--- config.mk ---
export PLATFORM = sky130hd
export DESIGN_NAME = i2c_addr_sequencer
export DESIGN_NICKNAME = d
export VERILOG_FILES = /design/src/rtl/i2c_addr_sequencer_pkg.sv /design/src/rtl/i2c_addr_incr.sv /design/src/rtl/i2c_addr_sequencer.sv
export SDC_FILE = /design/constraint.sdc
export NUM_CORES = 1
export LEC_CHECK = 0
export CORE_AREA = 2 2 94 96
export CTS_BUF_LIST = sky130_fd_sc_hd__clkbuf_16
export CTS_CLUSTER_DIAMETER = 200
export DETAILED_ROUTE_END_ITERATION = 16
export DIE_AREA = 0 0 96 98
export DONT_BUFFER_PORTS = 1
export PLACE_DENSITY = 0.36
export SLEW_MARGIN = 20
export SYNTH_ARGS = -nofsm -noshare
export SYNTH_HDL_FRONTEND = slang
export SYNTH_SLANG_ARGS = --single-unit
--- constraint.sdc ---
create_clock -name i_clk10MHz -period 2.4 [get_ports i_clk10MHz]
set_input_delay 0.6 -clock i_clk10MHz [delete_from_list [all_inputs] [get_ports i_clk10MHz]]
set_output_delay 0.6 -clock i_clk10MHz [all_outputs]
set_load 0.02 [all_outputs]
--- src/rtl/i2c_addr_sequencer_pkg.sv ---
// Shared I2C master definitions: state codes, read-setting flag values, helpers.
package i2c_addr_sequencer_pkg;

  // Master FSM state encoding, shared with the I2C master FSM.
  typedef enum logic [2:0] {
    ST_IDLE           = 3'd0,
    ST_START          = 3'd1,
    ST_CHIP_ADDR_SEND = 3'd2,
    ST_REG_ADDR_SEND  = 3'd3,
    ST_DATA_SEND      = 3'd4,
    ST_DATA_RCV       = 3'd5,
    ST_STOP           = 3'd6
  } i2c_state_e;

  // Random-read setting flag values used to decide on a repeated start.
  localparam logic READ_SETTING_DONE    = 1'b1;
  localparam logic READ_SETTING_NOTDONE = 1'b0;

  // Default widths.
  localparam int unsigned DEF_ADDR_W    = 16;
  localparam int unsigned DEF_PAGE_BITS = 5;
  localparam int unsigned DEF_LEN_W     = 8;

  // Number of bytes needed to carry an address of the given width.
  function automatic int unsigned addr_bytes(input int unsigned addr_w);
    return (addr_w + 32'd7) / 32'd8;
  endfunction

  // Width of a byte index over addr_bytes(addr_w) bytes (at least 1 bit).
  function automatic int unsigned idx_width(input int unsigned addr_w);
    return (addr_bytes(addr_w) > 32'd1) ? $clog2(addr_bytes(addr_w)) : 32'd1;
  endfunction

endpackage

--- src/rtl/i2c_addr_incr.sv ---
// Next-address and wrap detection for data-phase auto-increment.
module i2c_addr_incr
  import i2c_addr_sequencer_pkg::*;
#(
  parameter int unsigned ADDR_W    = DEF_ADDR_W,
  parameter int unsigned PAGE_BITS = DEF_PAGE_BITS
) (
  input  logic [ADDR_W-1:0] i_addr,
  input  logic              i_wrap_mode,
  output logic [ADDR_W-1:0] o_next_addr_c,
  output logic              o_wrap_c
);

  // Mask of the in-page offset bits; all ones when the page spans the full address.
  localparam logic [ADDR_W-1:0] PAGE_MASK = ADDR_W'((64'd1 << PAGE_BITS) - 64'd1);

  logic [ADDR_W-1:0] w_plus1;

  assign w_plus1 = i_addr + ADDR_W'(1);

  // Page mode keeps the page bits and wraps the offset; linear mode wraps the full range.
  always_comb begin
    o_next_addr_c = w_plus1;
    o_wrap_c      = &i_addr;
    if (i_wrap_mode) begin
      o_next_addr_c = (i_addr & ~PAGE_MASK) | (w_plus1 & PAGE_MASK);
      o_wrap_c      = ((i_addr & PAGE_MASK) == PAGE_MASK);
    end
  end

endmodule

--- src/rtl/i2c_addr_sequencer.sv ---
// Register-address sequencer for the I2C EEPROM master: address phase byte
// selection, data-phase auto-increment, burst counting and read-setting flag.
module i2c_addr_sequencer
  import i2c_addr_sequencer_pkg::*;
#(
  parameter int unsigned ADDR_W    = DEF_ADDR_W,
  parameter int unsigned PAGE_BITS = DEF_PAGE_BITS,
  parameter int unsigned LEN_W     = DEF_LEN_W
) (
  input  logic              i_clk10MHz,
  input  logic              i_RST_n,
  input  logic [2:0]        i_Current_State,
  input  logic [ADDR_W-1:0] i_Start_Addr,
  input  logic [LEN_W-1:0]  i_Burst_Len,
  input  logic              i_Wrap_Mode,
  input  logic              i_Byte_Done,
  output logic [ADDR_W-1:0] o_Current_Addr,
  output logic [7:0]        o_Addr_Byte,
  output logic              o_Addr_Byte_Last,
  output logic              o_Read_Setting_Flag,
  output logic [LEN_W-1:0]  o_Remaining,
  output logic              o_Burst_Done,
  output logic              o_Page_Wrap
);

  localparam int unsigned ADDR_BYTES = addr_bytes(ADDR_W);
  localparam int unsigned IDX_W      = idx_width(ADDR_W);
  localparam int unsigned PAD_W      = ADDR_BYTES * 8;
  localparam logic [IDX_W-1:0] IDX_LAST = IDX_W'(ADDR_BYTES - 1);

  // Registered state.
  logic [ADDR_W-1:0] r_addr;
  logic              r_flag;
  logic [LEN_W-1:0]  r_remaining;
  logic              r_burst_done;
  logic              r_page_wrap;
  logic [IDX_W-1:0]  r_idx;
  logic              r_armed;

  // Next-state values.
  logic [ADDR_W-1:0] w_addr_nxt;
  logic              w_flag_nxt;
  logic [LEN_W-1:0]  w_remaining_nxt;
  logic              w_burst_done_nxt;
  logic              w_page_wrap_nxt;
  logic [IDX_W-1:0]  w_idx_nxt;
  logic              w_armed_nxt;

  // Helper wires.
  logic [ADDR_W-1:0] w_incr_addr;
  logic              w_incr_wrap;
  logic              w_in_data;
  logic [PAD_W-1:0]  w_addr_pad;
  logic [IDX_W-1:0]  w_byte_sel;

  i2c_addr_incr #(
    .ADDR_W    (ADDR_W),
    .PAGE_BITS (PAGE_BITS)
  ) u_addr_incr (
    .i_addr        (r_addr),
    .i_wrap_mode   (i_Wrap_Mode),
    .o_next_addr_c (w_incr_addr),
    .o_wrap_c      (w_incr_wrap)
  );

  assign w_in_data = (i_Current_State == ST_DATA_SEND) ||
                     (i_Current_State == ST_DATA_RCV);

  // Next-state logic for all sequencer registers, keyed on the master state.
  always_comb begin
    w_addr_nxt       = r_addr;
    w_flag_nxt       = r_flag;
    w_remaining_nxt  = r_remaining;
    w_burst_done_nxt = r_burst_done;
    w_page_wrap_nxt  = 1'b0;
    w_idx_nxt        = r_idx;
    w_armed_nxt      = r_armed;
    case (i_Current_State)
      ST_IDLE: begin
        w_flag_nxt       = READ_SETTING_NOTDONE;
        w_idx_nxt        = '0;
        w_burst_done_nxt = 1'b0;
        w_armed_nxt      = 1'b0;
      end
      ST_START: begin
        w_flag_nxt       = (r_addr == i_Start_Addr) ? READ_SETTING_DONE
                                                    : READ_SETTING_NOTDONE;
        w_remaining_nxt  = i_Burst_Len;
        w_burst_done_nxt = 1'b0;
        w_idx_nxt        = '0;
        w_armed_nxt      = 1'b1;
      end
      ST_CHIP_ADDR_SEND: begin
      end
      ST_REG_ADDR_SEND: begin
        w_addr_nxt = i_Start_Addr;
        w_flag_nxt = READ_SETTING_DONE;
        if (i_Byte_Done && (r_idx != IDX_LAST)) begin
          w_idx_nxt = r_idx + IDX_W'(1);
        end
      end
      ST_DATA_SEND, ST_DATA_RCV: begin
        if (r_remaining == '0) begin
          w_burst_done_nxt = 1'b1;
        end else if (i_Byte_Done) begin
          w_remaining_nxt = r_remaining - LEN_W'(1);
          w_addr_nxt      = w_incr_addr;
          w_page_wrap_nxt = w_incr_wrap;
          if (r_remaining == LEN_W'(1)) begin
            w_burst_done_nxt = 1'b1;
          end
        end
      end
      default: begin
        w_flag_nxt = READ_SETTING_NOTDONE;
      end
    endcase
  end

  // Synchronous active-low reset; all state clears on the edge.
  always_ff @(posedge i_clk10MHz) begin
    if (!i_RST_n) begin
      r_addr       <= '0;
      r_flag       <= READ_SETTING_NOTDONE;
      r_remaining  <= '0;
      r_burst_done <= 1'b0;
      r_page_wrap  <= 1'b0;
      r_idx        <= '0;
      r_armed      <= 1'b0;
    end else begin
      r_addr       <= w_addr_nxt;
      r_flag       <= w_flag_nxt;
      r_remaining  <= w_remaining_nxt;
      r_burst_done <= w_burst_done_nxt;
      r_page_wrap  <= w_page_wrap_nxt;
      r_idx        <= w_idx_nxt;
      r_armed      <= w_armed_nxt;
    end
  end

  assign w_addr_pad = PAD_W'(i_Start_Addr);
  assign w_byte_sel = IDX_LAST - r_idx;

  // Address byte to shift out, MSB byte first; follows the index with no delay.
  always_comb begin
    o_Addr_Byte = '0;
    for (int unsigned b = 0; b < ADDR_BYTES; b++) begin
      if (w_byte_sel == IDX_W'(b)) begin
        o_Addr_Byte = w_addr_pad[b*8 +: 8];
      end
    end
  end

  assign o_Addr_Byte_Last    = (r_idx == IDX_LAST);
  assign o_Current_Addr      = r_addr;
  assign o_Read_Setting_Flag = r_flag;
  assign o_Remaining         = r_remaining;
  assign o_Page_Wrap         = r_page_wrap;

  // A zero-length burst must read as done on the very first data cycle, before
  // the latched bit can update; r_armed keeps that term quiet until a Start.
  assign o_Burst_Done = r_burst_done |
                        (w_in_data & r_armed & (r_remaining == '0));

endmodule

# [Word level (Yosys, flattened, before mapping)]
# Cells that the tools add are included.
[op_classes] n_addsub=4 n_eq_ne=13 mux=18 n_bitwise=8 n_reduce_logical=18
[ops] operator="$mux W16" count=3
[ops] operator="$pmux W16 S2" count=1
[ops] operator="$mux W8" count=3
[ops] operator="$add A16 B1 Y16 const B" count=1
[ops] operator="$eq A16 B16 Y1" count=1
[ops] operator="$or A16 B5 Y16" count=1
[ops] operator="$pmux W8 S2" count=1
[ops] operator="$reduce_and A16 Y1" count=1
[ops] operator="$reduce_bool A2 Y1" count=5
[ops] operator="$reduce_and A3 Y1" count=3
[ops] operator="$eq A8 B1 Y1 const B" count=1
[ops] operator="$logic_not A8 Y1" count=1
[ops] operator="$sub A8 B1 Y8 const B" count=1
[ops] operator="$eq A3 B2 Y1 const B" count=2
[ops] operator="$eq A3 B3 Y1 const B" count=2
[ops] operator="$mux W1" count=6
[ops] operator="$ne A2 B2 Y1 const B" count=3
[ops] operator="$ne A3 B3 Y1 const B" count=2
[ops] operator="$pmux W1 S2" count=3
[ops] operator="$eq A5 B5 Y1 const B" count=1
[ops] operator="$not A1 Y1" count=4
[ops] operator="$reduce_or A2 Y1" count=2
[ops] operator="$reduce_or A4 Y1" count=1
[ops] operator="$eq A3 B1 Y1 const B" count=1
[ops] operator="10 further kinds" count=11
[totals] regBits=29 input_bits=31 output_inout_bits=36 elab_cells=68

# [Longest topological paths before layout]
# Gate-level depths: netlist (run 1).
[depth] depth_word=6 mapped_depth=8 ltp_nobuf=7

# [By module]
# From an unflattened synthesis (run 1), not the netlist that was laid out.
[hier_totals] hier_cells=266 area_unflattened_um2=2212.1
[modules_own_cells] mod="i2c_addr_sequencer" n_inst=1 cells_per_inst=227 area_per_inst_um2=1915.6 seq_area_each_um2=580.6
[modules_own_cells] mod="i2c_addr_incr" n_inst=1 cells_per_inst=39 area_per_inst_um2=296.5 seq_area_each_um2=0.0

# [Worst setup path before layout (run 1)]
# No wires, ideal clock.
[synth_path] path_kind="reg2reg" startpoint="reg r_remaining[1], in the netlist o_Remaining[1]" endpoint="reg r_addr[12], in the netlist o_Current_Addr[12]" setup_time_ns=0.117 t_arrival_ns=2.146 t_required_ns=2.283 setup_slack_ns=0.137 path_stages_with_launch=9 n_path_buf=1 synth_period_minus_slack_ns=2.263 cell_sequence="dfxtp_1 inv_1 ha_1 or4b_4 o311a_4 o21ai_2 buf_4 nor2_1 a32o_1"
[synth_between] elab_chain_cells=3
[synth_rtl] element="start: declaration" line_no="i2c_addr_sequencer.sv:34" text="logic [LEN_W-1:0] r_remaining;"
[synth_rtl] element="start signal: assignment" line_no="i2c_addr_sequencer.sv:133" text="r_remaining <= w_remaining_nxt;"
[synth_rtl] element="$logic_not A8 Y1" line_no="i2c_addr_sequencer.sv:103" text="if (r_remaining == '0) begin"
[synth_rtl] element="$ne A2 B2 Y1 (no line)"
[synth_rtl] element="$reduce_and A3 Y1 (no line)"
[synth_rtl] element="end signal: assignment" line_no="i2c_addr_sequencer.sv:131" text="r_addr <= w_addr_nxt;"
[synth_rtl] element="end: declaration" line_no="i2c_addr_sequencer.sv:32" text="logic [ADDR_W-1:0] r_addr;"
# Every way passes these cells.
# A chain may end at the register's enable or synchronous reset.

# [Worst setup path after layout (run 1)]
[layout_path] startpoint="reg r_remaining[1], in the netlist o_Remaining[1]" endpoint="out o_Burst_Done"
[layout_between] elab_chain_cells=3
[layout_rtl] element="$logic_not A8 Y1" line_no="i2c_addr_sequencer.sv:163" text="(w_in_data & r_armed & (r_remaining == '0));"
[layout_rtl] element="$and A1 B1 Y1" line_no="i2c_addr_sequencer.sv:163"
[layout_rtl] element="$or A1 B1 Y1" line_no="i2c_addr_sequencer.sv:162" text="assign o_Burst_Done = r_burst_done |"
[layout_rtl] element="end: declaration" line_no="i2c_addr_sequencer.sv:22" text="output logic o_Burst_Done,"
# Every way passes these cells.

==> metrics.md, run 1 <==
| Metric | Value |
|---|---|
| Status | completed |
| Vias | 2075 |
| Clk pwr share | 0.395 |
| Delay of the slowest critical-path stage | 0.51 ns |
| Iteration-0 DRC Markers | 76 |
| Crit-path leading delay family | simple AND/OR/NAND/NOR gates |
| Ranking of synthesized cells by area | dfxtp_1, nand2_1, xnor2_1 |
| Largest area contributor in the synthesized netlist | dfxtp_1 |
| CP max stage cell | or4b_4 |
| Most common cell in the synthesized netlist | nand2_1 |
| Crit path buf inv count | 1 |
| Reg2Reg Depth | 8 |
| Leak pwr | 0.922 nW |
| Power per Cell Area | 605 nW/um^2 |
| CP Class | reg -> out |
| Part of the power in combinational logic | 0.241 |
| Synth top area share | 0.282 |
| Async SR Flop Fraction | 0 |
| Fmax | about 440 MHz |
| R2r startpoint | o_Remaining[1]$_SDFFE_PN0P_ |
| Final Max Tran Viols | 0 |
| # H-tree levels | 2 |
| Sw frac | 0.314 |
| Synth cell types | between 50 and 60 |
| RSZ-0062 raised after global routing | no |
| Sequential fraction of the synthesis area | 0.282 |
| Area growth syn-to-layout | 20.7% |
| Clk Latency, worst-skew pair | 0.27 ns |
| Flop and latch count out of synthesis | 29 |
| # IOs | 67 |
| Worst min-delay path category | in -> reg |
| Top FF cell, synth | dfxtp_1 |
| Gp weighted congestion | around 0.78 |
| Slew HR | 0.594 |
| Port bufs | 0 |
| Tmin final | 2.30 ns |
| Routed length per instance | approximately 19 um |
| Cell Rows | 34 |
| Routed Antenna Nets | 0 |
| Sequence of cells on the critical path | inv_1 > ha_1 > or4b_4 > nor3_2 > a31o_2 |
| Fillers | just over 900 |
| Worst setup EP type | output pin |
| Internal power | 1.03 mW |
| Final Worst Setup Slack | 0.105 ns |
| Cells after Synth | 270 |
| Clk root buf | clkbuf_16 |
| Setup Viol. Count Final | 0 |
| Layout cells sized above 1 | 0.186 |
| TritonCTS sink count | 29 |
| Total grt overflow | 0 |
| Source of the critical timing path | o_Remaining[1]$_SDFFE_PN0P_ |
| CP Launch Type | flop |
| Crit path to | o_Burst_Done |
| Fin nets | 324 |
| Clock transition at path regs | ~0.05 ns |
| Syn Nets | 305 |
| Final WL | 7410 um |
| Crit path depth | 5 |
| Largest fanout on the critical path | 5 |
| Final Hold Fails | 0 |
| Maxcap violations | 0 |
| Pin count of the biggest net entering global routing | 23 |
| Post-synth design cell area | 2060 sq um |
| Starting Density | 0.244 |
| 1st-pass router iterations | 4 |
| Yosys Warn Count | 0 |
| First-pass GRT wire length | 11800 um |
| Core ar. | 8470 sq um |
| Switching power total | approximately 0.47 mW |
| Worst R2R End | o_Current_Addr[10]$_SDFFE_PN0P_ |
| R2R setup slack | 0.21 ns |
| TNS Setup | 0 ns |
| Crit share post-route | 0.956 |
| DIE HEIGHT | ~98 um |
| Worst-margin pin slew | around 0.6 ns |
| Top post-synthesis cells by count | nand2_1, dfxtp_1, o21ai_0 |
| CTS tree | built |
| Flop pwr share | 0.363 |
| Antenna Diode Count | 0 |
| Number of global-route vias before repair | 2113 |
| Initial antenna violation count | 0 |
| CTS Buf Count | 5 |
| Crit path DAT | approximately 1.7 ns |
| Area of the die | 9410 sq um |
| Dpl ws | 0.198 ns |
| Max VDD drop | 0.306 mV |
| CP Data Required Time | between 1.5 and 2 ns |
| Post-route DRC | 0 |
| Clock Skew | around 0.0069 ns |
| Maximum clock path buffer count | 2 |
| HPWL Detailed | 5720 um |
| Die X-Extent | 96 um |
| GR Util All Layers | 0.163 |
| Cts hold-fix bufs | 0 |
| DR vias/cell | 5.21 |
| Post-synth EDFFs | 0 |
| Avg Cell Area, Syn | 7.64 sq um |
worst register-to-register path, stage by stage, from the launching register on:
cell      delay, ns
dfxtp_1        0.30
inv_1          0.08
ha_1           0.15
or4b_4         0.51
o311a_4        0.43
o21ai_2        0.14
buf_4          0.19
a221oi_1       0.07
a211oi_1       0.22
layout by cell type, fill, tap and decap left out, types with 5 or more instances in the layout:
cell type / count
dfxtp_1: 29
o21ai_0: 22
xor2_1: 7
nor3_1: 8
nor2_1: 21
nor4_1: 7
clkbuf_16: 5
nand2_1: 34
a21oi_1: 18
nand3_1: 9
a221oi_1: 5
nand4_1: 6
mux2_2: 8
xnor2_1: 14
buf_4: 29
state kept, by name, indices dropped and copies added, names as in the netlist:
register and count:
o_Read_Setting_Flag 1, o_Remaining 8, r_burst_done 1, o_Page_Wrap 1
o_Current_Addr 16, o_Addr_Byte_Last 1, r_armed 1
power by group through the flow:
stage          Sequential, mW  Clock, mW  Combinational, mW
2_1_floorplan           0.592          0              0.221
3_3_place_gp            0.558          0              0.360
3_5_place_dp            0.558          0              0.358
4_1_cts                 0.548      0.610              0.361
5_1_grt                 0.552      0.630              0.401
6_report                0.547      0.595              0.363
final cells by class:
type | instances | area, sq um | share of cell area
clock buffers | 5 | 125 | 0.0503
clock inverters | 3 | 12.5 | 0.00503
inverters | 5 | 18.8 | 0.00754
multi-input cells | 219 | 1400 | 0.562
flip-flops and latches | 29 | 581 | 0.233
well taps | 108 | 135 | 0.0543
repair buffers | 29 | 218 | 0.0875
layer usage:
layer / GRT usage / share of wire / vias up
met3: 0.0370 / 0.052 / 7
met2: 0.256 / 0.47 / 41
met1: 0.224 / 0.47 / 998
li1: - / - / 1029
met5: 0 / 0 / -
met4: 0.0385 / 0.0080 / 0
worst min-delay path by stage:
stage,from,end,slack (ns),cells past startpoint
2_1_floorplan,r_armed$_SDFFE_PN0P_,r_armed$_SDFFE_PN0P_,0.45,2
3_3_place_gp,r_armed$_SDFFE_PN0P_,r_armed$_SDFFE_PN0P_,0.47,2
3_5_place_dp,r_armed$_SDFFE_PN0P_,r_armed$_SDFFE_PN0P_,0.47,2
4_1_cts,i_RST_n,o_Remaining[6]$_SDFFE_PN0P_,0.45,1
5_1_grt,i_RST_n,o_Current_Addr[5]$_SDFFE_PN0P_,0.46,1
6_report,i_RST_n,o_Remaining[6]$_SDFFE_PN0P_,0.45,1
through the flow:
stage	total power, mW	cell area (sq um)	utilization	std cells	hold WS (ns)
detailed placement	0.915	2340	0.276	389	0.474
global route	1.58	2490	0.294	398	0.457
CTS	1.52	2480	0.293	397	0.452
finish	1.51	2490	0.294	398	0.454
global placement	0.918	2340	0.276	389	0.467
floorplan	0.813	2060	-	270	0.455
kinds of logic after synthesis:
family                     share of synthesized area
buffers and inverters                         0.0425
adders and majority gates                     0.0243
muxes                                         0.0437
DFF                                            0.282
AOI/OAI and AO/OA                              0.263
and+or+nand+nor                                0.255
xor gates and xnor gates                      0.0892
timing repair:
action | 4_1_cts | 5_1_grt
gates cloned | 0 | 0
endpoints found under the setup margin | 1 | 1
pin swaps | 1 | 2
setup buffers | 0 | 1
resized for setup | 1 | 0
(Power assumes the default switching activity.)
==> inputs of run 2 (changes only) <==
--- a/config.mk
+++ b/config.mk
@@ -11,6 +11,7 @@
 export DETAILED_ROUTE_END_ITERATION = 16
 export DIE_AREA = 0 0 96 98
 export DONT_BUFFER_PORTS = 1
+export GPL_TIMING_DRIVEN = 0
 export PLACE_DENSITY = 0.36
 export SLEW_MARGIN = 20
 export SYNTH_ARGS = -nofsm -noshare
==> run 2 against run 1 <==
Effect of this change:
- critical path depth did not move
- first-iteration DRC count grew 41%
- sequential power is 9.5% higher
- sequential share of layout area grew 0.79 points
- power decreased by 1.1%
- die area unchanged
- cell area down 2.0%
- sequential cell count unchanged
- non-clock buffer count is 10 lower
- largest power group is now sequential cells
==> metrics.md, run 2 (same netlist as run 1, synthesis figures left out) <==
| Metric | Value |
|---|---|
| Port bufs | 0 |
| Largest fanout on the critical path | 8 |
| Tmin final | 2.36 ns |
| # H-tree levels | 2 |
| HPWL Detailed | 5750 um |
| Cts hold-fix bufs | 0 |
| Worst-margin pin slew | ~0.65 ns |
| First-pass GRT wire length | between 10000 and 15000 um |
| Clk Latency, worst-skew pair | 0.27 ns |
| Worst min-delay path category | in -> reg |
| CP Launch Type | flop |
| Crit share post-route | 0.983 |
| Flop pwr share | 0.403 |
| Routed length per instance | 19.8 um |
| GR Util All Layers | 0.172 |
| Crit path DAT | about 1.8 ns |
| RSZ-0062 raised after global routing | yes |
| Initial antenna violation count | 0 |
| CTS Buf Count | 5 |
| Max reg flops | 16 |
| CP Data Required Time | roughly 1.8 ns |
| Switching power total | 0.476 mW |
| Clk root buf | clkbuf_16 |
| Setup Viol. Count Final | 0 |
| Most frequent cells in the layout | nand2_1, dfxtp_1, o21ai_0 |
| Maximum clock path buffer count | 2 |
| TritonCTS sink count | 29 |
| R2r startpoint | o_Remaining[0]$_SDFFE_PN0P_ |
| Clock Skew | between 0.006 and 0.007 ns |
| # IOs | 67 |
| Hold path start | i_Byte_Done |
| Internal power | around 1 mW |
| Placed insts | 378 |
| Reg2Reg Depth | 8 |
| Layout cells sized above 1 | 0.150 |
| Core ar. | 8470 sq um |
| Pin count of the biggest net entering global routing | 11 |
| Max VDD drop | about 0.22 mV |
| Post-Layout Cell Count | 388 |
| Fin nets | between 300 and 400 |
| Worst setup EP type | output pin |
| Part of the power in combinational logic | 0.202 |
| Status | completed |
| Final Max Tran Viols | 0 |
| Area of the die | 9410 sq um |
| Maxcap violations | 0 |
| Worst R2R End | o_Current_Addr[12]$_SDFFE_PN0P_ |
| Slew HR | 0.566 |
| 1st-pass router iterations | 4 |
| Fillers | between 900 and 1000 |
| Iteration-0 DRC Markers | 107 |
| Antenna Diode Count | 0 |
| R2R setup slack | 0.11 ns |
| Final Hold Fails | 0 |
| TNS Setup | 0 ns |
| Clk pwr share | 0.395 |
| Sw frac | 0.320 |
| Hold path depth | 2 |
| Hold path endpoint | o_Addr_Byte_Last$_SDFFE_PN0P_ |
| Final WL | 7690 um |
| Fmax | 424 MHz |
| Layout Utilization | 0.288 |
| Total power | 1.49 mW |
| Post-route DRC | 0 |
| Total grt overflow | 0 |
| Leak pwr | 0.850 nW |
| Dpl ws | -0.275 ns |
| Power per Cell Area | 610 nW/um^2 |
| Cell Rows | 34 |
| DR vias/cell | 5.30 |
| CP Class | reg -> out |
| Number of global-route vias before repair | ~2100 |
| Vias | roughly 2100 |
| Area growth syn-to-layout | 18.3% |
| Most common cell after layout, fill and taps aside | nand2_1 |
| Gp weighted congestion | 0.822 |
| Final Worst Setup Slack | between 0.04 and 0.05 ns |
| DIE HEIGHT | 98 um |
| Starting Density | 0.244 |
| Routed Antenna Nets | 0 |
| CTS tree | built |
| Clock transition at path regs | 0.05 ns |
| Die X-Extent | 96 um |
[run 2: worst max-delay path by stage]
stage / end / slack (ns) / start
2_1_floorplan: o_Current_Addr[12]$_SDFFE_PN0P_ / 0.14 / o_Remaining[1]$_SDFFE_PN0P_
3_3_place_gp: o_Current_Addr[12]$_SDFFE_PN0P_ / -0.26 / i_Current_State[1]
3_5_place_dp: o_Current_Addr[12]$_SDFFE_PN0P_ / -0.27 / i_Current_State[1]
4_1_cts: o_Burst_Done / 0.03 / o_Remaining[0]$_SDFFE_PN0P_
5_1_grt: o_Current_Addr[11]$_SDFFE_PN0P_ / -0.03 / o_Current_Addr[2]$_SDFFE_PN0P_
6_report: o_Burst_Done / 0.04 / o_Remaining[0]$_SDFFE_PN0P_
[run 2: power groups by stage]
| stage | clock, mW | combinational, mW | sequential, mW |
|---|---|---|---|
| 5_1_grt | 0.636 | 0.338 | 0.607 |
| 6_report | 0.588 | 0.301 | 0.599 |
| 3_3_place_gp | 0 | 0.281 | 0.610 |
| 2_1_floorplan | 0 | 0.221 | 0.592 |
| 4_1_cts | 0.614 | 0.292 | 0.600 |
| 3_5_place_dp | 0 | 0.279 | 0.610 |
[run 2: metal layers]
| metal | track usage | vias up | routed length, um |
|---|---|---|---|
| met5 | 0 | - | 0 |
| met1 | 0.239 | 976 | 3570 |
| li1 | - | 1017 | - |
| met2 | 0.270 | 58 | 3570 |
| met3 | 0.0386 | 4 | 493 |
| met4 | 0.0396 | 0 | 51 |
[run 2: area by class of cell]
cell class | instances | area (sq um) | area share
sequential | 29 | 588 | 0.241
clock buffer | 5 | 125 | 0.0513
buffer | 17 | 77.6 | 0.0318
clock inverter | 3 | 12.5 | 0.00513
timing repair buffer | 2 | 15.0 | 0.00616
multi-input combinational | 219 | 1460 | 0.600
inverter | 5 | 21.3 | 0.00872
tap | 108 | 135 | 0.0554
[run 2: through the flow]
stage,hold WS (ns),area [sq um]
4_1_cts,0.477,2390
6_report,0.484,2440
2_1_floorplan,0.455,2060
5_1_grt,0.499,2440
3_3_place_gp,0.471,2200
3_5_place_dp,0.480,2200
[run 2: timing repair]
action,4_1_cts,5_1_grt
setup buffers,1,1
gates resized for setup,14,11
setup endpoints to repair,21,18
pin swaps,3,2
[run 2: critical path, stage by stage, from the launching register on]
cell,delay [ns]
dfxtp_4,0.39
inv_2,0.08
ha_4,0.12
or4b_4,0.51
nor3_2,0.13
a31o_2,0.25
==> inputs of run 3 (changes only) <==
--- a/config.mk
+++ b/config.mk
@@ -5,11 +5,11 @@
 export SDC_FILE = /design/constraint.sdc
 export NUM_CORES = 1
 export LEC_CHECK = 0
-export CORE_AREA = 2 2 94 96
+export CORE_AREA = 5 5 97 99
 export CTS_BUF_LIST = sky130_fd_sc_hd__clkbuf_16
 export CTS_CLUSTER_DIAMETER = 200
 export DETAILED_ROUTE_END_ITERATION = 16
-export DIE_AREA = 0 0 96 98
+export DIE_AREA = 0 0 102 104
 export DONT_BUFFER_PORTS = 1
 export GPL_TIMING_DRIVEN = 0
 export PLACE_DENSITY = 0.36
==> run 3 against run 2 <==
Effect of this change:
- cell area shrank 0.41%
- global-route usage shrank 2.2 points
- sequential cell count is the same
- wire length grew 2.9%
- sequential power is essentially flat
- sequential share of layout area grew 0.099 points
- clock-buffer cell count is the same
- fmax shrank 0.63%
- hold slack gained 0.0014 ns
- utilization shrank 0.12 points
==> metrics.md, run 3 (same netlist as run 1, synthesis figures left out) <==
| Metric | Value |
|---|---|
| Status | completed |
| Worst min-delay path category | in -> reg |
| Power per Cell Area | 616 nW/um^2 |
| Most common cell after layout, fill and taps aside | nand2_1 |
| Maxcap violations | 0 |
| Sequence of cells on the critical path | inv_2 > ha_4 > or4b_4 > nor3_2 > a31o_4 |
| Most frequent cells in the layout | nand2_1, dfxtp_1, o21ai_0 |
| Delay of the slowest critical-path stage | 0.52 ns |
| DR vias/cell | 5.29 |
| Pin count of the biggest net entering global routing | 11 |
| Layout cells sized above 1 | 0.143 |
| DIE HEIGHT | 104 um |
| Routed Antenna Nets | 0 |
| Core ar. | 8470 sq um |
| Hold WS | 0.485 ns |
| Fmax | 421 MHz |
| Worst-margin pin slew | 0.684 ns |
| Clock Skew | around 0.0053 ns |
| Fillers | ~920 |
| First-pass GRT wire length | about 12000 um |
| Crit path DAT | 1.77 ns |
| R2R setup slack | approximately 0.070 ns |
| Starting Density | 0.244 |
| Iteration-0 DRC Markers | 125 |
| DP Area | 2200 sq um |
| 1st-pass router iterations | 4 |
| CTS tree | built |
| Total power | 1.50 mW |
| # H-tree levels | 2 |
| Placed insts | 378 |
| Max VDD drop | 0.269 mV |
| CP Data Required Time | between 1.5 and 2 ns |
| Crit share post-route | 0.989 |
| Fin nets | 313 |
| Post-Layout Cell Count | 387 |
| Max reg flops | 16 |
| CP Launch Type | flop |
| Clock transition at path regs | ~0.050 ns |
| CP Class | reg -> out |
| Clk Latency, worst-skew pair | 0.27 ns |
| CTS Buf Count | 5 |
| Cell Rows | 34 |
| TNS Setup | 0 ns |
| Antenna Diode Count | 0 |
| Final Hold Fails | 0 |
| Final WL | 7910 um |
| Slew HR | 0.544 |
| Vias | between 2000 and 2500 |
| Setup Viol. Count Final | 0 |
| RSZ-0062 raised after global routing | yes |
| Final Max Tran Viols | 0 |
| CP max stage cell | or4b_4 |
| # IOs | 67 |
| Area of the die | 10600 sq um |
| Area growth syn-to-layout | 17.8% |
| Largest fanout on the critical path | 8 |
| Area of the multi-input gates | 1460 sq um |
| Initial antenna violation count | 0 |
| GR Util All Layers | 0.150 |
| Total grt overflow | 0 |
| Worst setup EP type | output pin |
| Gp weighted congestion | 0.778 |
| TritonCTS sink count | 29 |
| Leak pwr | 0.857 nW |
| Port bufs | 0 |
| HPWL Detailed | 5970 um |
| Routed length per instance | 20.4 um |
| Post-route DRC | 0 |
| FF/Latch Area | 588 sq um |
| Tmin final | 2.37 ns |
| Fin area | 2430 sq um |
| Number of global-route vias before repair | 2035 |
| Cts hold-fix bufs | 0 |
| Die X-Extent | a little over 100 um |
| Maximum clock path buffer count | 2 |
| Clk root buf | clkbuf_16 |
-- run 3: worst max-delay path, delay by kind of cell (launching register included) --
family,cells,cell delay (ns)
and+or+nand+nor,2,0.67
DFF,1,0.39
AOI/OAI and AO/OA,1,0.21
adders and majority gates,1,0.15
buffers and inverters,1,0.08
-- run 3: repair_timing --
action | 4_1_cts | 5_1_grt
resized for setup | 14 | 12
hold endpoints to repair | 0 | 0
setup endpoints to repair | 22 | 16
pin swaps | 3 | 1
buffers inserted | 1 | 0
-- run 3: layer usage --
metal,routed length (um),GRT usage
met1,3740,0.212
met2,3640,0.230
met3,464,0.0362
met4,68,0.0337
met5,0,0
-- run 3: power by group --
group          internal, mW  switching [mW]  total (mW)
Combinational         0.126           0.177       0.304
Sequential            0.513          0.0885       0.601
Clock                 0.372           0.219       0.592
Total                  1.01           0.485        1.50
-- run 3: per-stage QoR --
| step | setup slack [ns] | utilization |
|---|---|---|
| after floorplan | 0.137 | - |
| after global placement | -0.269 | 0.260 |
| after detailed placement | -0.270 | 0.260 |
| after CTS | 0.00307 | 0.282 |
| after global routing | -0.0289 | 0.287 |
| final | 0.0255 | 0.287 |
-- run 3: worst paths after layout --
| path | startpoint | to | cells after the start |
|---|---|---|---|
| worst min-delay path | i_RST_n | o_Current_Addr[3]$_SDFFE_PN0P_ | 2 |
| worst max register to register | o_Remaining[0]$_SDFFE_PN0P_ | o_Current_Addr[6]$_SDFFE_PN0P_ | 8 |
| worst min register to register | r_armed$_SDFFE_PN0P_ | r_armed$_SDFFE_PN0P_ | 2 |
| worst max-delay path | o_Remaining[0]$_SDFFE_PN0P_ | o_Burst_Done | 5 |
-- run 3: final cells by class --
cell class	instances	area share
multi-input cells	219	0.602
flip-flops and latches	29	0.242
well taps	108	0.0556
clock buffers	5	0.0515
plain buffers	17	0.0325
inverters	5	0.00876
clock inverters	3	0.00464
repair buffers	1	0.00309
==> edit (flow settings as in run 3) <==
The package constant `DEF_LEN_W` goes from 8 to 16.
--- a/src/rtl/i2c_addr_sequencer_pkg.sv
+++ b/src/rtl/i2c_addr_sequencer_pkg.sv
@@ -19,7 +19,7 @@
   // Default widths.
   localparam int unsigned DEF_ADDR_W    = 16;
   localparam int unsigned DEF_PAGE_BITS = 5;
-  localparam int unsigned DEF_LEN_W     = 8;
+  localparam int unsigned DEF_LEN_W     = 16;
 
   // Number of bytes needed to carry an address of the given width.
   function automatic int unsigned addr_bytes(input int unsigned addr_w);
Ports: changed (resized i_Burst_Len and o_Remaining); port bits go from 67 to 83. The function was not compared with the original's and may differ.
==> edit against run 3 <==
The run now ends with setup timing left. Sequential cell count rose by 8. Worst setup slack got worse by 0.40 ns. Core utilization rose by 7.7 points. Synthesized cell count rose by 30%. Total power rose by 35%. Design area rose by 27%. Wire length rose by 35%. Area after synthesis rose by 27%. Critical path depth did not move. Count of clock-buffer cells in the layout did not move.
==> edit: results (changes against run 3) <==
metric	value	unit	change
Overall Global Routing Usage	20.06	%	was 15.01%
synthesized net count	396		was 305
FILL cells	912		was 921
DRT antenna net count	0		unchanged
Post-synth ARST share	0	%	unchanged
flop2flop setup slack	-0.02	ns	was 0.07 ns
post-synthesis sequential area ratio	28.20	%	was 28.16%
Crit path largest cell delay	0.54	ns	was 0.52 ns
final layout net count	411		was 313
outcome	finished with violations		was completed
Detailed Route Iter0 Violations	61		was 125
CTS Buffer Depth	2		unchanged
worst vdd rail ir drop	0.0002933	V	was 0.0002690 V
Clk Latency, worst-skew pair	0.28	ns	
Commonest cells post-synth	44 x nand2_1, 37 x dfxtp_1, 32 x a21oi_1		was 34 x nand2_1, 29 x dfxtp_1, 22 x o21ai_0
global-route wire length before repair	16420	microns	was 12,320 microns
routability cong.	0.8885		was 0.7783
largest net degree at the start of global routing	12		was 11
final worst slack	-0.3737	ns	was 0.02552 ns
CP arrival	2.17	ns	was 1.77 ns
Synth area leaders	dfxtp_1 28%, nand2_1 6.3%, a21oi_1 6.1%, xnor2_1 6.0%, o21ai_0 4.0%		was dfxtp_1 28%, nand2_1 6.2%, xnor2_1 5.9%, o21ai_0 5.3%, a21oi_1 4.4%
Final Non-Filler Cells	476		was 387
dpl cells	460		was 378
Leak	0.001075	uW	was 0.0008568 uW
vias	2736		was 2,046
Syn Inst Count	352		was 270
Max H-tree Level	2		unchanged
violated checks	setup timing		
DP HPWL	7973	microns	was 5973 microns
Multi-input gate area	0.001802	sq mm	was 0.001461 sq mm
Worst path slowest cell	or4_4		was or4b_4
crit path from	o_Remaining[9]		was o_Remaining[0]
number of global-route vias before repair	2793		was 2,035
worst-path maximum fanout	7		was 8
clk_skew	0.004814	ns	was 0.005331 ns
Distinct cells, synth	54		was 56
wirelength, routed	10680	microns	was 7911 microns
reg2reg path depth	9		was 8
final setup vio count	9		was 0
share of post-route cells with drive strength above 1	16.03	%	was 14.34%
worst reg2reg endpoint	o_Current_Addr[8]		was o_Current_Addr[6]
Placement Cell Area	0.002781	sq mm	was 0.002197 sq mm
Top FF cell, synth	dfxtp_1		unchanged
Max-slew headroom	41.43	%	was 54.38%
critical hold path startpoint	i_Byte_Done		was i_RST_n
==> edit: what timing repair did <==
item / in CTS / in global routing
pin swaps: 5 / 4
setup buffers: 2 / 6
setup endpoints to repair: 33 / 42
gates resized for setup: 19 / 17
==> edit: how the worst min path moves through the flow <==
stage / end / slack, ns / cells past startpoint
floorplan: r_burst_done / 0.45 / 2
global placement: r_armed / 0.47 / 2
detailed placement: r_armed / 0.48 / 2
CTS: o_Current_Addr[11] / 0.46 / 2
global route: o_Current_Addr[11] / 0.47 / 2
finish: o_Addr_Byte_Last / 0.46 / 2
==> edit: layout make-up <==
type / instances / area share (%)
multi-input combinational: 279 / 58.47
sequential: 37 / 24.85
buffer: 30 / 5.197
tap: 108 / 4.385
clock buffer: 5 / 4.060
timing repair buffer: 8 / 1.949
inverter: 6 / 0.7308
clock inverter: 3 / 0.3654
==> edit: per-stage QoR <==
| stage | power [uW] | setup slack (ns) |
|---|---|---|
| 3_3_place_gp | 1297 | -0.5996 |
| 5_1_grt | 2124 | -0.4373 |
| 3_5_place_dp | 1296 | -0.6208 |
| 2_1_floorplan | 1152 | -0.02681 |
| 6_report | 2016 | -0.3737 |
| 4_1_cts | 1991 | -0.4210 |
==> edit: cell families (layout without fill, tap and decap cells) <==
| logic type | Yosys count | count (layout) | synth area share (%) |
|---|---|---|---|
| simple gates | 133 | 133 | 25.49 |
| compound gates | 113 | 113 | 28.20 |
| flops | 37 | 37 | 28.20 |
| buf+inv | 36 | 52 | 5.622 |
| xor+xnor | 20 | 20 | 6.670 |
| mux | 8 | 8 | 3.430 |
| fa+ha+maj | 5 | 5 | 2.382 |
==> edit: power breakdown <==
part           switching [uW]  internal [uW]
combinational             341            254
clock                     275            375
sequential                114            658
total                     730           1290
==> edit: routing by layer <==
layer	wire [microns]	GRT usage, %	up-vias
li1	-	-	1340
met2	5308	33.57	89
met1	4330	24.94	1284
met3	717	4.896	23
met4	321	6.373	0
met5	0	0	-
==> edit: worst register-to-register path, delay by kind of cell, from the launching register on <==
family / cells / cell delay (ns)
and+or+nand+nor: 1 / 0.53
AOI/OAI and AO/OA: 4 / 0.73
adders and majority gates: 1 / 0.20
buffers and inverters: 3 / 0.55
DFF: 1 / 0.37
